==> config.mk <==
export PLATFORM = sky130hd
export DESIGN_NAME = commit_unit
export DESIGN_NICKNAME = d
export VERILOG_FILES = /design/src/rtl/commit_unit_pkg.sv /design/src/rtl/commit_unit.sv
export SDC_FILE = /design/constraint.sdc
export NUM_CORES = 1
export LEC_CHECK = 0
export ABC_AREA = 1
export ABC_CLOCK_PERIOD_IN_PS = 2190
export BUFFER_PORTS_ARGS = -buffer_cell sky130_fd_sc_hd__buf_2
export CORE_UTILIZATION = 45
export CTS_CLUSTER_DIAMETER = 150
export DETAILED_ROUTE_END_ITERATION = 16
export HOLD_SLACK_MARGIN = 0.15
export PLACE_DENSITY = 0.8
export SYNTH_ARGS = -nofsm -noshare
export SYNTH_HDL_FRONTEND = slang
export SYNTH_SLANG_ARGS = --single-unit
==> constraint.sdc <==
create_clock -name clk -period 2.19 [get_ports clk]
set_clock_uncertainty 0.1 [all_clocks]
set_input_delay 0.219 -clock clk [delete_from_list [all_inputs] [get_ports clk]]
set_output_delay 0.219 -clock clk [all_outputs]
set_load 0.02 [all_outputs]
==> src/rtl/commit_unit_pkg.sv <==
// Shared ROB-entry and commit-stage types.
// itype encodings: BRANCH=00, STORE=01, REG/LOAD=1x.
package commit_unit_pkg;

    localparam int unsigned ROB_VALUE_W = 32;
    localparam int unsigned ROB_TAG_W   = 4;
    localparam int unsigned REG_ADDR_W  = 5;
    localparam int unsigned MISP_CNT_W  = 16;

    typedef enum logic [1:0] {
        IT_BRANCH = 2'b00,
        IT_STORE  = 2'b01,
        IT_REG    = 2'b10,
        IT_LOAD   = 2'b11
    } itype_t;

    typedef struct packed {
        itype_t                  itype;
        logic [ROB_TAG_W-1:0]    ROB_number;
        logic [ROB_VALUE_W-1:0]  value;
        logic [REG_ADDR_W-1:0]   dest_reg;
        logic                    branch_result;
    } ROB_entry_t;

    typedef enum logic [1:0] {
        ST_RUN,
        ST_STORE_WAIT,
        ST_FLUSH
    } commit_state_t;

endpackage

==> src/rtl/commit_unit.sv <==
// In-order commit stage: retires the ROB head, writes the register file,
// hands stores to the load/store queue and flushes on branch mispredicts.
module commit_unit
    import commit_unit_pkg::*;
#(
    parameter int unsigned XLEN  = 32,
    parameter int unsigned CNT_W = 32
) (
    input  logic                   clk,
    input  logic                   reset,
    input  ROB_entry_t             head,
    input  logic                   head_ready,
    input  logic                   empty,
    input  logic                   ROB_head_store,
    output logic                   rd_en,
    output logic                   rf_we,
    output logic [REG_ADDR_W-1:0]  rf_waddr,
    output logic [XLEN-1:0]        rf_wdata,
    output logic [ROB_TAG_W-1:0]   rf_rob_tag,
    output logic                   st_req,
    output logic [ROB_TAG_W-1:0]   st_rob,
    input  logic                   st_ack,
    output logic                   flush,
    output logic [XLEN-1:0]        redirect_pc,
    output logic [CNT_W-1:0]       retired_cnt,
    output logic [MISP_CNT_W-1:0]  mispredict_cnt
);

    commit_state_t state;
    commit_state_t state_next;

    logic commit_ok;
    logic is_reg;
    logic is_branch;
    logic entering_store;
    logic entering_flush;

    // reset masks the combinational commit so no dequeue is seen while held
    assign commit_ok      = head_ready && !empty && !reset;
    assign is_reg         = head.itype[1];
    assign is_branch      = (head.itype == IT_BRANCH);
    assign entering_store = (state == ST_RUN) && (state_next == ST_STORE_WAIT);
    assign entering_flush = (state == ST_RUN) && (state_next == ST_FLUSH);

    // State register
    always_ff @(posedge clk) begin
        if (reset) begin
            state <= ST_RUN;
        end else begin
            state <= state_next;
        end
    end

    // Next-state logic
    always_comb begin
        state_next = state;
        case (state)
            ST_RUN: begin
                if (commit_ok) begin
                    if (ROB_head_store) begin
                        state_next = ST_STORE_WAIT;
                    end else if (is_branch && head.branch_result) begin
                        state_next = ST_FLUSH;
                    end
                end
            end
            ST_STORE_WAIT: begin
                if (st_ack) begin
                    state_next = ST_RUN;
                end
            end
            ST_FLUSH: state_next = ST_RUN;
            default:  state_next = ST_RUN;
        endcase
    end

    // Combinational commit outputs
    always_comb begin
        rd_en      = 1'b0;
        rf_we      = 1'b0;
        rf_waddr   = head.dest_reg;
        rf_wdata   = XLEN'(head.value);
        rf_rob_tag = head.ROB_number;
        case (state)
            ST_RUN: begin
                if (commit_ok && !ROB_head_store) begin
                    if (is_reg) begin
                        rd_en = 1'b1;
                        rf_we = (head.dest_reg != '0);
                    end else if (is_branch) begin
                        rd_en = 1'b1;
                    end
                end
            end
            ST_STORE_WAIT: rd_en = st_ack && !reset;
            default:       rd_en = 1'b0;
        endcase
    end

    // Registered handshake, redirect and performance counters
    always_ff @(posedge clk) begin
        if (reset) begin
            st_req         <= 1'b0;
            st_rob         <= '0;
            flush          <= 1'b0;
            redirect_pc    <= '0;
            retired_cnt    <= '0;
            mispredict_cnt <= '0;
        end else begin
            st_req <= (state_next == ST_STORE_WAIT);
            flush  <= (state_next == ST_FLUSH);
            if (entering_store) begin
                st_rob <= head.ROB_number;
            end
            if (entering_flush) begin
                redirect_pc <= XLEN'(head.value);
                if (mispredict_cnt != '1) begin
                    mispredict_cnt <= mispredict_cnt + MISP_CNT_W'(1);
                end
            end
            if (rd_en) begin
                retired_cnt <= retired_cnt + CNT_W'(1);
            end
        end
    end

endmodule

After elaboration in Yosys (flattened, before gate mapping)
Index checks and enable logic that the tools add are counted.
{ "classes": {"addsub": 2, "eq_ne": 4, "mux": 12, "n_reduce_logical": 14} }
{ "op_table": {"columns": ["cell", "count"], "rows": [
  ["32-bit by 1-bit adder with 32-bit output, second input constant", 1],
  ["16-bit by 1-bit adder with 16-bit output, second input constant", 1],
  ["16-bit != test, second input constant", 1],
  ["2-bit two-way mux", 4],
  ["1-bit logical AND", 7],
  ["1-bit two-way mux", 6],
  ["5-bit nonzero test", 1],
  ["2-bit by 1-bit == test with 1-bit output, second input constant", 2],
  ["2-bit zero test", 2],
  ["2-bit one-hot mux with 2 select lines", 1],
  ["1-bit zero test", 3],
  ["2-bit == test, second input constant", 1],
  ["1-bit one-hot mux with 2 select lines", 1],
  ["2-bit AND reduction", 1]
]} }
{ "word_totals": {"register_bits": 88, "input_bits": 50, "output_inout_bits": 129, "wordCells": 39} }

Logic depth before layout (Yosys ltp)
Gate-level depths: netlist of run 1.
{ "depth": {"word_depth": 9, "ltp_mapped": 11, "depth_no_buf": 11} }

Least setup slack after synthesis of run 1
No wires, ideal clock.
{ "synth_timing": {"path_kind": "flip-flop to flip-flop", "startpoint": "register mispredict_cnt[1]", "endpoint": "register mispredict_cnt[13]", "setup_ns": 0.115, "arrival_time_ns": 1.517, "required_time_ns": 1.975, "path_slack_ns": 0.458, "path_stages_with_launch": 10, "period_less_slack_ns": 1.732, "cell_sequence": "dfxtp_1 -> ha_1 -> nand2_1 -> nor2_1 -> nand4_1 -> nand2_2 -> inv_2 -> buf_6 -> a21oi_1 -> nor2_1"} }
{ "synth_via": {"elab_chain_cells": 2, "elab_cells_between_ends": 3, "classes_between": "add/sub (1); eq/ne (1); reduce/logical (1)"} }
{ "synth_lines": {"columns": ["element", "line_no", "source"], "rows": [
  ["from (decl)", "commit_unit.sv:26", "output logic [MISP_CNT_W-1:0] mispredict_cnt"],
  ["from (signal assigned)", "commit_unit.sv:118", "mispredict_cnt <= mispredict_cnt + MISP_CNT_W'(1);"],
  ["parallel branches: the longest is 2 deep, another holds 16-bit by 1-bit adder with 16-bit output", null, null]
]} }
Parallel ways; which one is timed is not known.
A chain may end at the register's enable or synchronous reset.

Final worst setup path of run 1
{ "layout_timing": {"startpoint": "register mispredict_cnt[0]", "endpoint": "register mispredict_cnt[8]"} }
The elaborated chain is that of the path after synthesis.

==> results of run 1 <==
## how the worst max path moves through the flow
| stage | start | slack, ps | end |
|---|---|---|---|
| final | mispredict_cnt[0]$_SDFFE_PP0P_ | 300 | mispredict_cnt[8]$_SDFFE_PP0P_ |
| after CTS | mispredict_cnt[0]$_SDFFE_PP0P_ | 300 | mispredict_cnt[8]$_SDFFE_PP0P_ |
| after global placement | reset | 390 | retired_cnt[2]$_SDFFE_PP0P_ |
| after detailed placement | mispredict_cnt[0]$_SDFFE_PP0P_ | 320 | mispredict_cnt[8]$_SDFFE_PP0P_ |
| after global routing | mispredict_cnt[0]$_SDFFE_PP0P_ | 30 | mispredict_cnt[8]$_SDFFE_PP0P_ |
| after floorplan | mispredict_cnt[1]$_SDFFE_PP0P_ | 460 | mispredict_cnt[13]$_SDFFE_PP0P_ |
## per-layer routing
metal	vias up	GRT usage (%)	part of all wire [%]
met1	2135	28.97	43
li1	2466	-	-
met5	-	0	0
met2	168	42.23	49
met4	0	9.560	2.1
met3	27	4.993	5.5
## layout by cell type (no fill, tap or decap)
cell type,instances
nand3_1,28
inv_1,59
o21bai_1,2
clkinvlp_4,2
nand4_1,7
nand3b_1,2
nor3b_1,1
o21bai_2,3
and3_1,1
o21ai_1,3
nand3_2,1
inv_2,2
bufinv_16,2
nor3_1,6
ha_1,2
nand2_1,158
xor2_1,3
buf_4,7
nand2_2,3
nor2_2,2
buf_2,178
nor2_4,1
dlygate4sd3_1,37
clkbuf_8,10
o21ai_0,51
clkinv_4,2
a21oi_1,28
dfxtp_1,88
clkinv_2,1
nor2_1,177
nand2_4,1
xnor2_1,1
and2_1,3
## kinds of logic after synthesis
family / Yosys count / synth area share (%)
AO/OA/AOI/OAI: 87 / 10.17
XOR/XNOR: 4 / 0.7758
adder cells (fa/ha/maj): 2 / 0.5539
buffers and inverters: 124 / 14.46
flip-flops: 88 / 39.00
AND/OR/NAND/NOR: 391 / 35.04
## sequential cells by signal, summed over array words and instances (netlist names)
| register | cells |
|---|---|
| mispredict_cnt | 16 |
| flush | 1 |
| st_rob | 4 |
| state | 2 |
| redirect_pc | 32 |
| retired_cnt | 32 |
| st_req | 1 |
## final cells by class
| type | instances | area (sq um) |
|---|---|---|
| clock inverter | 6 | 92.59 |
| tap | 133 | 166.4 |
| timing repair buffer | 222 | 1314 |
| clock buffer | 10 | 137.6 |
| inverter | 62 | 234.0 |
| fill | 961 | 3921 |
| sequential | 88 | 1762 |
| multi-input combinational | 484 | 2102 |
## critical path: stages, from the launching register on
cell and delay (ps):
dfxtp_1 380, ha_1 200, nand2_1 90, nor2_1 190
nand4_1 160, nand2_2 240, inv_2 170, nand2_1 110
nand2_1 50, nand2_1 50, nor2_1 40
## cells in the mapped netlist (2+ instances only)
| cell type | number |
|---|---|
| nand2_2 | 3 |
| o21bai_2 | 3 |
| o21ai_0 | 51 |
| nor2_2 | 2 |
| nand2_1 | 158 |
| clkbuf_1 | 12 |
| a21oi_1 | 28 |
| ha_1 | 2 |
| dfxtp_1 | 88 |
| buf_2 | 5 |
| buf_4 | 42 |
| inv_1 | 59 |
| inv_2 | 2 |
| nor3_1 | 6 |
| nand3_1 | 28 |
| buf_6 | 3 |
| nor2_1 | 177 |
| and2_1 | 3 |
| nand3b_1 | 2 |
| o21bai_1 | 2 |
| xor2_1 | 3 |
| nand4_1 | 7 |
| o21ai_1 | 3 |
## stage by stage
step           total power, mW  worst slack (ps)  std cells  hold slack, ps  instance area [sq um]
5_1_grt                  3.339             33.40       1005           215.5                   5808
3_3_place_gp             1.902             394.6        952           356.2                   5207
3_5_place_dp             1.903             323.7        952           365.8                   5207
2_1_floorplan            1.840             458.2        696           188.1                   4517
6_report                 3.214             297.1       1005           209.3                   5808
4_1_cts                  3.234             301.2       1005           198.0                   5808
## power by group through the flow
stage | sequential [mW] | clock (mW) | combinational (mW)
2_1_floorplan | 1.66 | 0 | 0.177
3_3_place_gp | 1.65 | 0 | 0.252
3_5_place_dp | 1.65 | 0 | 0.252
4_1_cts | 1.61 | 1.32 | 0.304
5_1_grt | 1.62 | 1.39 | 0.332
6_report | 1.61 | 1.29 | 0.310
## what timing repair did
action,CTS,global route
hold endpoints to repair,38,0
buffers inserted,0,0
hold buffers,37,0
==> impl_metrics.ini, run 1 <==
[min_path]
worstHoldEndpoint = flush$_SDFF_PP0_
hold_path.class = primary input to flop
holdPathStages = 4
worstHoldStart = ROB_head_store

[logic_synthesis]
synth_warnings = 0
synth_edf_count = 0
async_flop_share_pct = 0
synth_nets = 748
avgSynthCellArea_sq_um = 6.490
synth_ff_type = dfxtp_1
synth_area_leaders = dfxtp_1 39%, nor2_1 15%, nand2_1 13%
synth-seq-area-share_pct = 39.00
synth_area_sq_um = 4517
ys_seq_elements = 88
synth_cells = 696
yosysTopAreaCell = dfxtp_1
synth_cell_types = 30
synth_top_area_share_pct = 39.00

[timing]
final-hold-violation-count = 0
finalCritPeriodShare_pct = 86.44
clock.fmax_mhz = 528.3
worst_pin_slew_ps = 606.7
setup_viol = 0
rsz0062_at_grt = false
final.min_clock_period_ps = 1893
finalMaxSlewViolations = 0
slew_headroom_pct = 59.55
final.setup.tns_ps = 0

[clock_network]
cts_resized = 0
insertion_delay_ps = 360
ctsRootBufferMaster = clkbuf_8
cts_buffers = 9
clkTransAtPathRegs_ps = 100
cts_max_level = 3
cts_sinks = 88
clockBufferDepth = 2
cts_tree = done

[status]
status = completed

[pwr]
power.density_nw_per_um2 = 553.4
p_int_mw = 2.417
p_leak_nw = 2.661
p_seq_share_pct = 50.2
clkPwrFrac_pct = 40.2
switching_share_pct = 24.81
ir_drop_uv = 324.9
power_frac_comb_pct = 9.6
power.switching_mw = 0.7974

[detailed_routing]
via_count = 4796
drc = 0
first_iter_violations = 162
dr.pass1.iters = 4
drt-vias-per-instance = 4.772
wl_per_cell_um = 12.41
ant_nets = 0
drt-total-wl_um = 12470

[finish]
area_growth_pct = 28.59
drive_gt1_share_pct = 24.66
diodes = 0
nNetsFinal = 919
fin_util_pct = 59.70

[worst_setup_path]
critPathArrivalTime_ps = 2050
ff2ff_setup_slack_ps = 300
start_kind = flop
crit_path_end_kind = flop
r2r-end = mispredict_cnt[8]$_SDFFE_PP0P_
reg2regPathDepth = 10
crit_required_ps = 2350
crit_type = flop to flop
crit_path_max_fanout = 14
timing.rr.start = mispredict_cnt[0]$_SDFFE_PP0P_

[placement]
hpwl_um = 8514
gp_congestion = 0.8874
io_buffer_count = 178

[run]
max_cap_viol_count = 0

[die]
die_h_um = 102.2
io_pins = 179
die_w_um = 102.2
start_util_pct = 46.42
rows = 36
die_area_sq_um = 10440
core_area_sq_um = 9729

[global_route]
grt_first_pass_wirelength_um = 19700
grt_max_degree = 65
grt_usage_pct = 24.16
antenna_found_initial = 0
grt_pass1_vias = 4238
gr-total-overflow = 0
Note: power is estimated with default switching activity, not from simulation.
==> run 2, diff against run 1 <==
GPL_TIMING_DRIVEN = 0   (was not set)
==> run 2 against run 1 <==
Largest power group unchanged. Global-route usage up 1.8 points. Wire length increased by 5.6%. Critical path type unchanged. Sequential cell count is the same.
==> impl_metrics.ini, run 2 (synthesis results as in run 1) <==
[pwr]
power.switching_mw = 0.7950
clkPwrFrac_pct = 34.9
ir_drop_uv = 319.6
power.density_nw_per_um2 = 497.3
power_mw = 3.058
power_frac_comb_pct = 12.3
p_seq_share_pct = 52.8
p_int_mw = 2.263
switching_share_pct = 26.00
p_leak_nw = 2.875

[timing]
clock.fmax_mhz = 497.1
slew_headroom_pct = 60.33
worst_pin_slew_ps = 595.1
finalMaxSlewViolations = 0
rsz0062_at_grt = false
whs_ps = 259.0
final.setup.tns_ps = 0
final.min_clock_period_ps = 2012
final-hold-violation-count = 0
setup_viol = 0
finalCritPeriodShare_pct = 91.85

[placement]
io_buffer_count = 178
dp.cells = 1007
gp_congestion = 0.9516
placed_area_sq_um = 5574
hpwl_um = 9318

[detailed_routing]
drt-vias-per-instance = 4.741
ant_nets = 0
first_iter_violations = 134
dr.pass1.iters = 4
drt-total-wl_um = 13170
via_count = 5035
drc = 0
wl_per_cell_um = 12.40

[clock_network]
cts_max_level = 3
insertion_delay_ps = 350
clkTransAtPathRegs_ps = 90
cts_resized = 0
cts_buffers = 9
ctsRootBufferMaster = clkbuf_8
clockBufferDepth = 2
cts_tree = done
cts_sinks = 88

[finish]
area_growth_pct = 36.12
layout_commonest_cell = buf_2
final_cell_mix = 183 x buf_2, 177 x nor2_1, 158 x nand2_1
design_area_sq_um = 6148
reg.largest.list = redirect_pc (32), retired_cnt (32), mispredict_cnt (16)
diodes = 0
drive_gt1_share_pct = 27.66
nNetsFinal = 976
stdcell_count = 1062

[die]
die_h_um = 102.2
start_util_pct = 46.42
die_w_um = 102.2
rows = 36
io_pins = 179
die_area_sq_um = 10440
core_area_sq_um = 9729

[worst_setup_path]
start_kind = flop
crit_type = flop to flop
crit_path_end_kind = flop
crit_path_max_fanout = 6
critPathArrivalTime_ps = 2210
crit_required_ps = 2390

[status]
status = completed

[min_path]
hold_path.class = primary input to flop

[global_route]
gr-total-overflow = 0
antenna_found_initial = 0
grt_first_pass_wirelength_um = 21240
grt_pass1_vias = 4602
grt_usage_pct = 25.96
grt_max_degree = 15

[run]
max_cap_viol_count = 0
==> run 2: cell count changes in the layout (fill, tap and decap cells not counted), moves of 2 or more <==
cell,previous run,this run
clkbuf_1,0,13
buf_6,0,3
dlygate4sd3_1,37,39
bufinv_16,2,0
buf_4,7,42
buf_2,178,183
==> run 2: timing repair <==
action                                  in CTS  in global routing
endpoints found under the setup margin       0                  0
buffers inserted                             0                  0
endpoints found under the hold margin       39                  0
hold buffers                                39                  0
==> run 2: final cells by class <==
| cell class | count | area [sq um] |
|---|---|---|
| clock buffer | 12 | 155.1 |
| multi-input combinational | 484 | 2102 |
| clock inverter | 4 | 28.78 |
| tap | 133 | 166.4 |
| sequential | 88 | 1762 |
| timing repair buffer | 217 | 1281 |
| fill | 925 | 3581 |
| inverter | 62 | 234.0 |
| buffer | 62 | 419.2 |
==> run 2: per-layer routing <==
layer  part of all wire (%)  GRT usage (%)
met1                     44          31.31
met5                      0              0
met2                     47          45.33
met4                    3.0          10.88
met3                    6.0          4.720
==> run 2: path summary, 6_finish.rpt <==
kind	cells after the start	from	end	slack [ps]
worst max register to register	8	state[1]$_SDFF_PP0_	st_req$_SDFF_PP0_	180
worst min-delay path	5	ROB_head_store	redirect_pc[1]$_SDFFE_PP0P_	260
worst max-delay path	8	state[1]$_SDFF_PP0_	st_req$_SDFF_PP0_	180
worst min register to register	2	redirect_pc[1]$_SDFFE_PP0P_	redirect_pc[1]$_SDFFE_PP0P_	380
==> run 2: through the flow <==
stage | worst slack [ps] | util [%]
2_1_floorplan | 458.2 | -
3_3_place_gp | 308.4 | 57.29
3_5_place_dp | 303.6 | 57.29
4_1_cts | 136.1 | 63.19
5_1_grt | 9.454 | 63.19
6_report | 178.5 | 63.19
==> run 2: worst max-delay path, cell delays in order, from the launching register on <==
cell           delay, ps
dfxtp_1              320
inv_1                 40
nand2_1               70
inv_1                 70
nand2_1               50
nor2_1               330
inv_1                250
a21oi_1              160
dlygate4sd3_1        560
==> run 2: power by group through the flow <==
stage          registers, mW  logic [mW]  clock network, mW
2_1_floorplan           1.66       0.177                  0
3_3_place_gp            1.65       0.314                  0
3_5_place_dp            1.65       0.316                  0
4_1_cts                 1.61       0.369               1.09
5_1_grt                 1.62       0.402               1.15
6_report                1.61       0.376               1.07
==> run 3, diff against run 2 <==
ABC_AREA = not set   (was 1)
PLACE_DENSITY = 0.81   (was 0.8)
==> run 3 against run 2 <==
The flow now finishes with violations (setup timing). Via count fell by 4.4%. Critical path depth fell by 3. Worst setup slack got worse by 280 ps. Total power rose by 6.6%. Synthesized area fell by 6.2%. Sequential cell count did not move. Sequential power barely moved. Die area fell by 6.1%. Non-clock buffer count rose by 26. Combinational power fell by 3%. Cell count fell by 18%. First-iteration DRC count rose by 53%. Largest cell class unchanged. Highest routed layer unchanged.
==> impl_metrics.ini, run 3 <==
[worst_setup_path]
crit_path_end_kind = flop
timing.rr.start = state[1]$_SDFF_PP0_
reg2regPathDepth = 5
crit_slowest_cell = or4b_4
start_kind = flop
ff2ff_setup_slack_ps = -100
cpMostUsedCell = or4b_4
crit_type = flop to flop
cp.depth = 5
cp_top_family = simple AND/OR/NAND/NOR gates
r2r-end = mispredict_cnt[15]$_SDFFE_PP0P_
critPathArrivalTime_ps = 2470
max_stage_delay_ps = 530
crit_buf_inv = 1
crit_path_max_fanout = 4
crit_required_ps = 2370
crit_chain = or4b_4 > or4b_4 > buf_4 > or4_1 > a21oi_1

[placement]
placed_area_sq_um = 5289
hpwl_um = 8881
dpl_worst_slack_ps = -281.8
gp_congestion = 0.8413
io_buffer_count = 177

[die]
die_area_sq_um = 9804
start_util_pct = 46.05
rows = 35
die_w_um = 99.02
core_area_sq_um = 9196
die_h_um = 99.02
io_pins = 179

[detailed_routing]
first_iter_violations = 205
ant_nets = 0
drc = 0
drt-total-wl_um = 13720
drt-vias-per-instance = 5.527
wl_per_cell_um = 15.75
via_count = 4814
dr.pass1.iters = 5

[min_path]
worstHoldStart = reset
holdPathStages = 3
worstHoldEndpoint = retired_cnt[26]$_SDFFE_PP0P_
hold_path.class = primary input to flop

[logic_synthesis]
synth_nets = 565
synth_cell_types = 40
yosys.cell_count.top_type = dfxtp_1
synth_warnings = 0
synth_cells = 513
synth_area_sq_um = 4235
synth_edf_count = 0
ys_seq_elements = 88
yosysTopAreaCell = dfxtp_1
avgSynthCellArea_sq_um = 8.256
synth_area_leaders = dfxtp_1 42%, a21oi_1 7.7%, nand2_1 7.4%
synth_ff_type = dfxtp_1
async_flop_share_pct = 0
synth_top_area_share_pct = 41.60
yosys-top-cells-count = 88 x dfxtp_1, 84 x nand2_1, 65 x a21oi_1
synth-seq-area-share_pct = 41.60

[finish]
design_area_sq_um = 6447
reg.largest.list = redirect_pc (32), retired_cnt (32), mispredict_cnt (16)
diodes = 0
area_growth_pct = 52.23
drive_gt1_share_pct = 44.87
final_cell_mix = 177 x buf_2, 84 x nand2_1, 77 x dfxtp_1
layout_commonest_cell = buf_2
nNetsFinal = 808

[timing]
final.setup.tns_ps = -558.0
clock.fmax_mhz = 437.1
slew_headroom_pct = 61.86
whs_ps = 167.9
finalCritPeriodShare_pct = 104.5
final-hold-violation-count = 0
worst_pin_slew_ps = 572.1
setup_viol = 9
final.min_clock_period_ps = 2288
setup_ws_ps = -97.78
finalMaxSlewViolations = 0
rsz0062_at_grt = true

[global_route]
grt_pass1_vias = 4478
grt_usage_pct = 26.71
grt_max_degree = 15
grt_first_pass_wirelength_um = 21020
antenna_found_initial = 0
gr-total-overflow = 0

[clock_network]
cts_buffers = 9
clockBufferDepth = 2
cts_max_level = 3
ctsRootBufferMaster = clkbuf_8
insertion_delay_ps = 360
cts_sinks = 88
cts_tree = done
clkTransAtPathRegs_ps = 90

[pwr]
ir_drop_uv = 358.4
p_leak_nw = 2.756
power.density_nw_per_um2 = 505.6

[run]
max_cap_viol_count = 0

[status]
violations = setup timing
status = complete, but fails checks
==> run 3: cell types whose count changed in the layout (fill, tap and decap cells not counted), moves of 10 or more <==
cell | before | now
inv_1 | 59 | 9
o21ai_0 | 51 | 7
dfxtp_1 | 88 | 77
nor2_1 | 177 | 21
nand2_1 | 158 | 84
mux2_2 | 0 | 11
a21oi_1 | 28 | 59
o31ai_1 | 0 | 15
nor2b_1 | 0 | 11
buf_4 | 42 | 62
nand3_1 | 28 | 10
or4_1 | 0 | 21
dfxtp_2 | 0 | 10
==> run 3: cell type report <==
cell class | count | area, sq um
timing repair buffer | 236 | 1446
multi-input combinational | 341 | 2285
clock inverter | 4 | 76.32
buffer | 69 | 526.8
tap | 111 | 138.9
fill | 709 | 2749
inverter | 11 | 45.04
sequential | 88 | 1778
clock buffer | 11 | 151.4
==> run 3: routing by layer <==
| layer | routed length (um) | vias to the layer above | global-route usage (%) |
|---|---|---|---|
| met4 | 284 | 0 | 11.37 |
| met5 | 0 | - | 0 |
| met1 | 5384 | 2288 | 30.83 |
| met2 | 7036 | 215 | 47.77 |
| met3 | 1010 | 27 | 5.532 |
| li1 | - | 2284 | - |
==> run 3: worst min-delay path, delay by kind of cell <==
kind	cells	cell delay, ps
buffers and inverters	1	130
multiplexers	1	150
AND/OR/NAND/NOR	1	100
==> run 3: kinds of logic after synthesis <==
family | count (synthesis) | share of synthesized area (%)
DFF | 88 | 41.60
buffers and inverters | 84 | 11.43
AOI/OAI and AO/OA | 103 | 14.00
and+or+nand+nor | 218 | 27.80
muxes | 17 | 4.372
xor gates and xnor gates | 1 | 0.2068
adders and majority gates | 2 | 0.5907
==> run 3: worst max path at each step <==
stage                         from                               to  slack, ps
6_report       state[1]$_SDFF_PP0_  mispredict_cnt[15]$_SDFFE_PP0P_       -100
5_1_grt        state[1]$_SDFF_PP0_  mispredict_cnt[13]$_SDFFE_PP0P_       -150
4_1_cts        state[1]$_SDFF_PP0_  mispredict_cnt[13]$_SDFFE_PP0P_       -100
3_5_place_dp              head[43]  mispredict_cnt[10]$_SDFFE_PP0P_       -280
3_3_place_gp              head[43]   mispredict_cnt[6]$_SDFFE_PP0P_       -270
2_1_floorplan  state[1]$_SDFF_PP0_   mispredict_cnt[8]$_SDFFE_PP0P_        -30
==> run 3: power by group <==
group	switching (mW)	total, mW	internal, mW
clock network	0.585	1.29	0.703
logic	0.184	0.365	0.180
registers	0.00414	1.61	1.60
==> run 3: timing repair <==
| item | CTS | global route |
|---|---|---|
| gates cloned | 0 | 0 |
| pin swaps | 24 | 12 |
| setup endpoints to repair | 77 | 68 |
| hold buffers | 37 | 0 |
| endpoints found under the hold margin | 38 | 0 |
| buffers inserted | 9 | 13 |
| gates resized for setup | 51 | 63 |
==> run 3: stage by stage <==
stage	util (%)	power, mW	instances
after global routing	70.11	3.353	871
final	70.11	3.260	871
after CTS	67.28	3.248	859
after detailed placement	57.51	1.934	801
after floorplan	-	1.818	513
after global placement	57.51	1.929	801
